[src/rtl/datamem_arbiter.sv]
// datamem_arbiter
//   Two-port round-robin arbiter in front of a single data memory. Port 0 is
//   the CPU and port 1 is the loader. Each access takes an ACCESS cycle, in
//   which the memory is driven, followed by a RESP cycle, in which the owner
//   sees its ack (and read data for a read).
//
// Handshake: a requester raises reqN with weN/addrN/wdataN stable and keeps
//   them until gntN is seen. gntN is high for the ACCESS cycle. ackN is high
//   for the following RESP cycle. A req still high in RESP counts as a new
//   request.
//
// Ports
//   clk, reset                 single clock, synchronous active-high reset
//   req0/1, we0/1              request and write (1) / read (0) per port
//   addr0/1, wdata0/1          access address and write data per port
//   gnt0/1, ack0/1             registered grant and completion pulses
//   rdata0/1                   last read data per port
//   mem_address, mem_write_en,
//   mem_read_en, mem_data_in   memory command, live only in ACCESS
//   mem_data_out               memory read data (memory registers on negedge)
//   dbg_state                  FSM state for observation (0 IDLE, 1 ACCESS, 2 RESP)
module datamem_arbiter #(
  parameter int addresswidth = 32,
  parameter int width        = 32
) (
  input  logic                    clk,
  input  logic                    reset,
  input  logic                    req0,
  input  logic                    req1,
  input  logic                    we0,
  input  logic                    we1,
  input  logic [addresswidth-1:0] addr0,
  input  logic [addresswidth-1:0] addr1,
  input  logic [width-1:0]        wdata0,
  input  logic [width-1:0]        wdata1,
  output logic                    gnt0,
  output logic                    gnt1,
  output logic                    ack0,
  output logic                    ack1,
  output logic [width-1:0]        rdata0,
  output logic [width-1:0]        rdata1,
  output logic [addresswidth-1:0] mem_address,
  output logic                    mem_write_en,
  output logic                    mem_read_en,
  output logic [width-1:0]        mem_data_in,
  input  logic [width-1:0]        mem_data_out,
  output logic [1:0]              dbg_state
);

  typedef enum logic [1:0] {
    ST_IDLE   = 2'd0,
    ST_ACCESS = 2'd1,
    ST_RESP   = 2'd2
  } state_t;

  state_t                  state_q;
  logic                    gnt0_q, gnt1_q;
  logic                    ack0_q, ack1_q;
  logic [width-1:0]        rdata0_q, rdata1_q;
  logic                    last_grant_q;
  logic                    lat_id_q;
  logic                    lat_we_q;
  logic [addresswidth-1:0] lat_addr_q;
  logic [width-1:0]        lat_wdata_q;

  logic any_req;
  logic win_id_d;
  logic in_access;

  // On a tie the port that did not win last time goes next; otherwise the
  // single requester wins.
  always_comb begin
    any_req  = req0 | req1;
    win_id_d = 1'b0;
    if (req0 && req1) win_id_d = ~last_grant_q;
    else              win_id_d = req1;
  end

  always_ff @(posedge clk) begin
    if (reset) begin
      state_q      <= ST_IDLE;
      gnt0_q       <= 1'b0;
      gnt1_q       <= 1'b0;
      ack0_q       <= 1'b0;
      ack1_q       <= 1'b0;
      rdata0_q     <= '0;
      rdata1_q     <= '0;
      last_grant_q <= 1'b1;
      lat_id_q     <= 1'b0;
      lat_we_q     <= 1'b0;
      lat_addr_q   <= '0;
      lat_wdata_q  <= '0;
    end else begin
      gnt0_q <= 1'b0;
      gnt1_q <= 1'b0;
      ack0_q <= 1'b0;
      ack1_q <= 1'b0;
      case (state_q)
        ST_IDLE, ST_RESP: begin
          if (any_req) begin
            state_q      <= ST_ACCESS;
            last_grant_q <= win_id_d;
            lat_id_q     <= win_id_d;
            lat_we_q     <= win_id_d ? we1    : we0;
            lat_addr_q   <= win_id_d ? addr1  : addr0;
            lat_wdata_q  <= win_id_d ? wdata1 : wdata0;
            gnt0_q       <= ~win_id_d;
            gnt1_q       <= win_id_d;
          end else begin
            state_q <= ST_IDLE;
          end
        end
        ST_ACCESS: begin
          // Requests are ignored here; the access always completes into RESP.
          state_q <= ST_RESP;
          if (lat_id_q) begin
            ack1_q <= 1'b1;
            if (!lat_we_q) rdata1_q <= mem_data_out;
          end else begin
            ack0_q <= 1'b1;
            if (!lat_we_q) rdata0_q <= mem_data_out;
          end
        end
        default: state_q <= ST_IDLE;
      endcase
    end
  end

  // Reset gates the memory command combinationally so an access interrupted
  // by reset never writes.
  assign in_access    = (state_q == ST_ACCESS) && !reset;
  assign mem_address  = in_access ? lat_addr_q  : '0;
  assign mem_data_in  = in_access ? lat_wdata_q : '0;
  assign mem_write_en = in_access &  lat_we_q;
  assign mem_read_en  = in_access & ~lat_we_q;

  assign gnt0      = gnt0_q;
  assign gnt1      = gnt1_q;
  assign ack0      = ack0_q;
  assign ack1      = ack1_q;
  assign rdata0    = rdata0_q;
  assign rdata1    = rdata1_q;
  assign dbg_state = state_q;

endmodule

[config.mk]
export PLATFORM = sky130hd
export DESIGN_NAME = datamem_arbiter
export DESIGN_NICKNAME = d
export VERILOG_FILES = /design/src/rtl/datamem_arbiter.sv
export SDC_FILE = /design/constraint.sdc
export NUM_CORES = 1
export LEC_CHECK = 0
export ABC_AREA = 0
export CORE_MARGIN = 2
export CORE_UTILIZATION = 36
export DETAILED_ROUTE_END_ITERATION = 8
export MAX_ROUTING_LAYER = met4
export PLACE_DENSITY = 0.77
export SETUP_SLACK_MARGIN = 0.15
export SLEW_MARGIN = 10
export SYNTH_ARGS = -nofsm -noshare
export SYNTH_HDL_FRONTEND = slang
export SYNTH_SLANG_ARGS = --single-unit
export TNS_END_PERCENT = 30
[constraint.sdc]
create_clock -name clk -period 1.3 [get_ports clk]
set_input_delay 0.26 -clock clk [delete_from_list [all_inputs] [get_ports clk]]
set_output_delay 0.26 -clock clk [all_outputs]
set_load 0.03 [all_outputs]
==> out/qor.txt, run 1 <==
Period Utilization, post-route -> 143%
Placed Cells -> 1224
Failing checks -> negative setup slack
Worst setup margin -> -0.558 ns
Fmax -> 0.538 GHz
Fillcell total -> 1282
Commonest cells post-synth -> nand2_1 (193), dfxtp_1 (137), a21oi_1 (129), nor2_1 (69), and2_1 (66)
Post-synth EDFFs -> 0
Syn Nets -> 907
Slew Viols, Final -> 0
Synth top area cells -> dfxtp_1 (48%), nand2_1 (13%), a21oi_1 (11%)
Final setup fails -> 139
Die Height -> 131 um
Yosys reg bits -> 137
Clock sinks -> 137
Post-route ant nets -> 0
Setup CP Type -> flop to primary output
Diode count -> 0
Share of post-route cells with drive strength above 1 -> 35.4%
Design Area, Final -> 10500 um^2
I/O pin count -> 302
Post-layout min period -> 1.86 ns
GRT Total Usage -> 23.4%
Final Hold Vio Count -> 0
Vias in the first global route -> 5997
Unrepaired setup endpoints after global routing -> yes
Worst slew margin relative to its limit -> 63.5%
Area growth from synthesis to layout -> 82.9%
Syn avg cell area -> 7.78 um^2
Req. time, crit path -> 1.04 ns
Layout Nets -> 1201
Arrival @ worst endpoint -> 1.60 ns
Wire per inst -> 16.3 um
# DRC -> 0
Die width -> 131 um
DR vias -> 6287
Async SR Flop Fraction -> 0%
Initial antenna violation count -> 0
Power density over the cells -> 1160 nW/um^2
Insertion delay to the later sink of the worst-skew pair -> 0.42 ns
Overall Power -> 0.0123 W
Seq/Total Area, Yosys -> 47.6%
Drt total wl -> 20600 um
VDD IR max -> 877 uV
HP Class -> input port to flop
Vias per inst -> 4.97
Final core occ -> 66.8%
Site row count -> 46
Placed cell area -> 9210 um^2
Post-synth cell types -> 24
GP Congestion -> 0.824
PortBufs -> 301
CTS tree -> built
Max Cap Viol -> 0
Slew @ Worst Pin -> 0.548 ns
Lkg Pwr -> 4.26 nW
First-pass GRT wire length -> 30100 um
Area of the mapped netlist -> 5760 um^2
Bufs on Longest Clock Path -> 2
Clk pin slew, worst setup/hold paths -> 0.06 ns
Synthesis Warnings -> 0
Largest area contributor in the netlist -> dfxtp_1
Yosys top cell area share -> 47.6%
Hold Buf Count CTS -> 0
Non-filler cells, final -> 1264
HPWL after detailed placement -> 13700 um
Post-Synthesis Cells -> 741
Clock Skew -> 0.00890 ns
Core footprint -> 15800 um^2
Iteration-0 DRC Markers -> 264
Clk root buf -> clkbuf_16
Outcome -> finished, violations left
Pin count of the biggest net entering global routing -> 73
Worst Setup End Kind -> primary output
CTS Buf Count -> 17
Worst Setup Start Kind -> flop
Die Area -> 17000 um^2
Most frequent cell after synthesis -> nand2_1
Htree depth -> 4
Starting Density -> 36.6%
CP max FO -> 38
Main synth FF type -> dfxtp_1
Remaining global-route overflow -> 0
DR pass1 iterations -> 4
worst max-delay path, cell delays in order (launching register included):
cell	delay [ns]
dfxtp_2	0.32
nand2b_4	0.14
nor2_4	0.16
buf_12	0.22
and2_4	0.18
buf_4	0.15
cell usage in the layout, fill, tap and decap left out, types with 2 or more instances in the layout:
cell type,synthesis,routed
a211oi_2,0,21
a21oi_1,129,91
inv_6,0,2
dlymetal6s2s_1,0,2
buf_4,15,36
dfxtp_1,137,105
clkbuf_16,0,18
dfxtp_2,0,31
nor3_1,4,3
nand2_1,193,192
nor2_1,69,67
buf_6,3,115
a211oi_1,65,44
and2_4,0,60
and2_1,66,6
clkdlybuf4s50_1,0,162
clkinvlp_4,0,4
buf_12,0,23
clkinv_2,0,2
a21oi_2,0,38
bufinv_16,0,3
cell type report:
class | instances | area [um^2] | area share [%]
timing repair buffer | 341 | 3740 | 35.5
multi-input combinational | 538 | 3140 | 29.7
sequential | 137 | 2790 | 26.4
clock buffer | 19 | 443 | 4.20
tap | 216 | 270 | 2.56
clock inverter | 13 | 168 | 1.59
path summary, 6_finish.rpt:
kind | from | endpoint | slack [ns] | cells after the start
worst min register to register | rdata1[16] | rdata1[16] | 0.46 | 2
worst max register to register | dbg_state[0] | rdata0[13] | -0.20 | 5
worst max-delay path | dbg_state[1] | mem_data_in[7] | -0.56 | 5
worst min-delay path | req1 | last_grant_q | 0.21 | 2
sequential cells by signal, summed over array words and instances (netlist names):
name	cells
lat_id_q	1
rdata1	32
gnt0	1
lat_we_q	1
gnt1	1
lat_wdata_q	32
ack1	1
last_grant_q	1
lat_addr_q	32
rdata0	32
ack0	1
dbg_state	2
cells by family after synthesis:
group / after synthesis / share of synthesized area [%]
AOI/OAI and AO/OA: 200 / 20.7
buffers and inverters: 66 / 6.06
DFF: 137 / 47.6
and+or+nand+nor: 338 / 25.6
report_power, final:
| part | switching [W] | internal, W | total [W] |
|---|---|---|---|
| Clock | 0.00192 | 0.00309 | 0.00501 |
| Combinational | 0.00127 | 0.00130 | 0.00257 |
| Sequential | 0.000172 | 0.00450 | 0.00467 |
what timing repair did:
item,4_1_cts,5_1_grt
cloned,1,1
setup buffers,6,0
endpoints found under the setup margin,266,270
resized for setup,332,183
pin swaps,3,61
metrics by stage:
stage | hold WS (ns) | setup WS (ns) | TNS (ns)
5_1_grt | 0.226 | -0.630 | -54.09
2_1_floorplan | 0.396 | -0.174 | -13.20
6_report | 0.206 | -0.558 | -42.86
3_5_place_dp | 0.446 | -0.501 | -40.99
4_1_cts | 0.223 | -0.574 | -57.00
3_3_place_gp | 0.442 | -0.461 | -37.40
per-layer routing:
metal	global-route usage [%]	wire length (um)
met1	26.4	8030
met2	39.2	10300
met3	7.33	1600
met4	8.51	621
met5	-	0
Power figures use the tool's default switching activity.
==> run 2: changes to the inputs <==
Settings changed: SETUP_SLACK_MARGIN 0.15 to 0.02.
==> out/qor.txt, run 2 (synthesized netlist as in run 1, its figures left out) <==
Layout Nets -> 1203 (was 1201)
Worst slew margin relative to its limit -> 60.7% (was 63.5%)
HP Class -> input port to flop (unchanged)
Fmax -> 0.541 GHz (was 0.538 GHz)
Worst Setup Start Kind -> flop (unchanged)
Slew Viols, Final -> 0 (unchanged)
CP max FO -> 11 (was 38)
Clk root buf -> clkbuf_16 (unchanged)
Insertion delay to the later sink of the worst-skew pair -> 0.42 ns (about the same)
Failing checks -> negative setup slack (unchanged)
Clock Skew -> 0.0140 ns (was 0.00890 ns)
Final core occ -> 65.5% (was 66.8%)
GRT Total Usage -> 24.2% (was 23.4%)
Starting Density -> 36.6% (unchanged)
Drt total wl -> 20800 um (was 20600 um)
Vias per inst -> 4.99 (was 4.97)
DR pass1 iterations -> 4 (unchanged)
CTS Buf Count -> 17 (unchanged)
Slew @ Worst Pin -> 0.590 ns (was 0.548 ns)
Remaining global-route overflow -> 0 (unchanged)
Final setup fails -> 131 (was 139)
Wire per inst -> 16.4 um (was 16.3 um)
Highest routed layer -> met4 (unchanged)
Outcome -> finished, violations left (unchanged)
Worst Setup End Kind -> primary output (unchanged)
Die width -> 131 um (unchanged)
Critical path's largest stage delay -> 0.31 ns (was 0.32 ns)
Crit path top cell by count -> buf_12
Most common cell after layout, fill and taps aside -> nand2_1 (unchanged)
Site row count -> 46 (unchanged)
Iteration-0 DRC Markers -> 269 (was 264)
PortBufs -> 301 (unchanged)
Lkg Pwr -> 4.27 nW (was 4.26 nW)
CTS tree -> built (unchanged)
Htree depth -> 4 (unchanged)
Share of post-route cells with drive strength above 1 -> 31.7% (was 35.4%)
Overall Power -> 0.0129 W (was 0.0123 W)
GP Congestion -> 0.789 (was 0.824)
WL met3 -> 1760 um (was 1600 um)
Critical path cell sequence -> nand2b_4 -> nor2_4 -> buf_12 -> buf_12 -> and2_4 -> buf_6 (was nand2b_4 -> nor2_4 -> buf_12 -> and2_4 -> buf_4)
Area growth from synthesis to layout -> 79.1% (was 82.9%)
Post-route ant nets -> 0 (unchanged)
Buffers plus inverters on the worst setup path -> 3 (was 2)
Slowest-stage cell, CP -> dfxtp_2 (unchanged)
Bufs on Longest Clock Path -> 2 (unchanged)
Die Area -> 17000 um^2 (unchanged)
DR vias -> 6327 (was 6287)
Unrepaired setup endpoints after global routing -> yes (unchanged)
Req. time, crit path -> 1.04 ns (about the same)
Post-layout min period -> 1.85 ns (was 1.86 ns)
First-pass GRT wire length -> 31200 um (was 30100 um)
Vias in the first global route -> 6118 (was 5997)
Metal2 WL -> 10200 um (was 10300 um)
Non-filler cells, final -> 1267 (was 1264)
Initial antenna violation count -> 1 (was 0)
Core footprint -> 15800 um^2 (unchanged)
Power density over the cells -> 1250 nW/um^2 (was 1160 nW/um^2)
Clk pin slew, worst setup/hold paths -> 0.06 ns (about the same)
Final Hold Vio Count -> 0 (unchanged)
Highest-count cells in the layout ignoring fill and taps -> nand2_1 (192), clkdlybuf4s50_1 (162), dfxtp_1 (134) (was nand2_1 (192), clkdlybuf4s50_1 (162), buf_6 (115))
Clock sinks -> 137 (unchanged)
Period Utilization, post-route -> 142% (was 143%)
Max Cap Viol -> 0 (unchanged)
Die Height -> 131 um (unchanged)
Worst setup margin -> -0.549 ns (was -0.558 ns)
Crit path max-delay family -> simple AND/OR/NAND/NOR gates (unchanged)
Pin count of the biggest net entering global routing -> 53 (was 73)
Arrival @ worst endpoint -> 1.59 ns (was 1.60 ns)
HPWL after detailed placement -> 13800 um (was 13700 um)
Setup TNS -> -38.05 ns (was -42.86 ns)
I/O pin count -> 302 (unchanged)
Setup CP Type -> flop to primary output (unchanged)
VDD IR max -> 961 uV (was 877 uV)
Placed Cells -> 1226 (was 1224)
WL met1 -> 8230 um (was 8030 um)
# DRC -> 0 (unchanged)
## run 2: changes by cell type in the layout (fill, tap and decap cells not counted), sizes merged
| cell | change |
|---|---|
| bufinv | +4 |
| clkinvlp | -3 |
| inv | -3 |
| buf | +2 |
| clkbuf | +2 |
| dlygate4sd2 | +2 |
| dlymetal6s2s | -2 |
| diode | +1 |
## run 2: tightest hold or removal path: cells and delay by family
family | cells | cell delay [ns]
buffers and inverters | 1 | 0.39
and+or+nand+nor | 1 | 0.05
AOI/OAI and AO/OA | 1 | 0.05
## run 2: layout make-up
cell class	instances	area (um^2)
Antenna cell	1	2.50
Clock buffer	21	470
Clock inverter	11	240
Fill cell	1367	5450
Multi-Input combinational cell	538	3100
Sequential cell	137	2750
Tap cell	216	270
Timing Repair Buffer	343	3490
## run 2: path summary, 6_finish.rpt
check               startpoint             end  slack (ns)  cells past startpoint
setup / recovery  dbg_state[1]  mem_address[0]       -0.55                      6
hold / removal       addr0[31]  lat_addr_q[31]        0.39                      3
setup reg to reg  dbg_state[1]       rdata0[5]       -0.13                      5
hold reg to reg     rdata1[14]      rdata1[14]        0.45                      2
## run 2: routing by layer
layer / up-vias / GRT usage [%]
met5: - / -
met4: 0 / 10.6
met3: 42 / 7.13
met2: 272 / 39.8
met1: 2949 / 27.6
li1: 3064 / -
## run 2: where the power goes
group          switching, W  total (W)  internal (W)
Clock               0.00183    0.00578       0.00395
Sequential         0.000159    0.00466       0.00450
Combinational       0.00124    0.00247       0.00123
Total               0.00324     0.0129       0.00967
## run 2: what timing repair did
item,in CTS,in global routing
pin swaps,28,55
resized for setup,325,60
gates cloned,2,1
setup endpoints to repair,223,196
buffers inserted,5,1
hold buffers,0,0
## run 2: stage by stage
| stage | worst slack, ns | instance area [um^2] | hold WS [ns] |
|---|---|---|---|
| after floorplan | -0.174 | 6000 | 0.396 |
| after global placement | -0.454 | 9230 | 0.441 |
| after detailed placement | -0.536 | 9230 | 0.446 |
| final | -0.549 | 10300 | 0.388 |
| after global routing | -0.617 | 10300 | 0.384 |
| after CTS | -0.601 | 10100 | 0.376 |
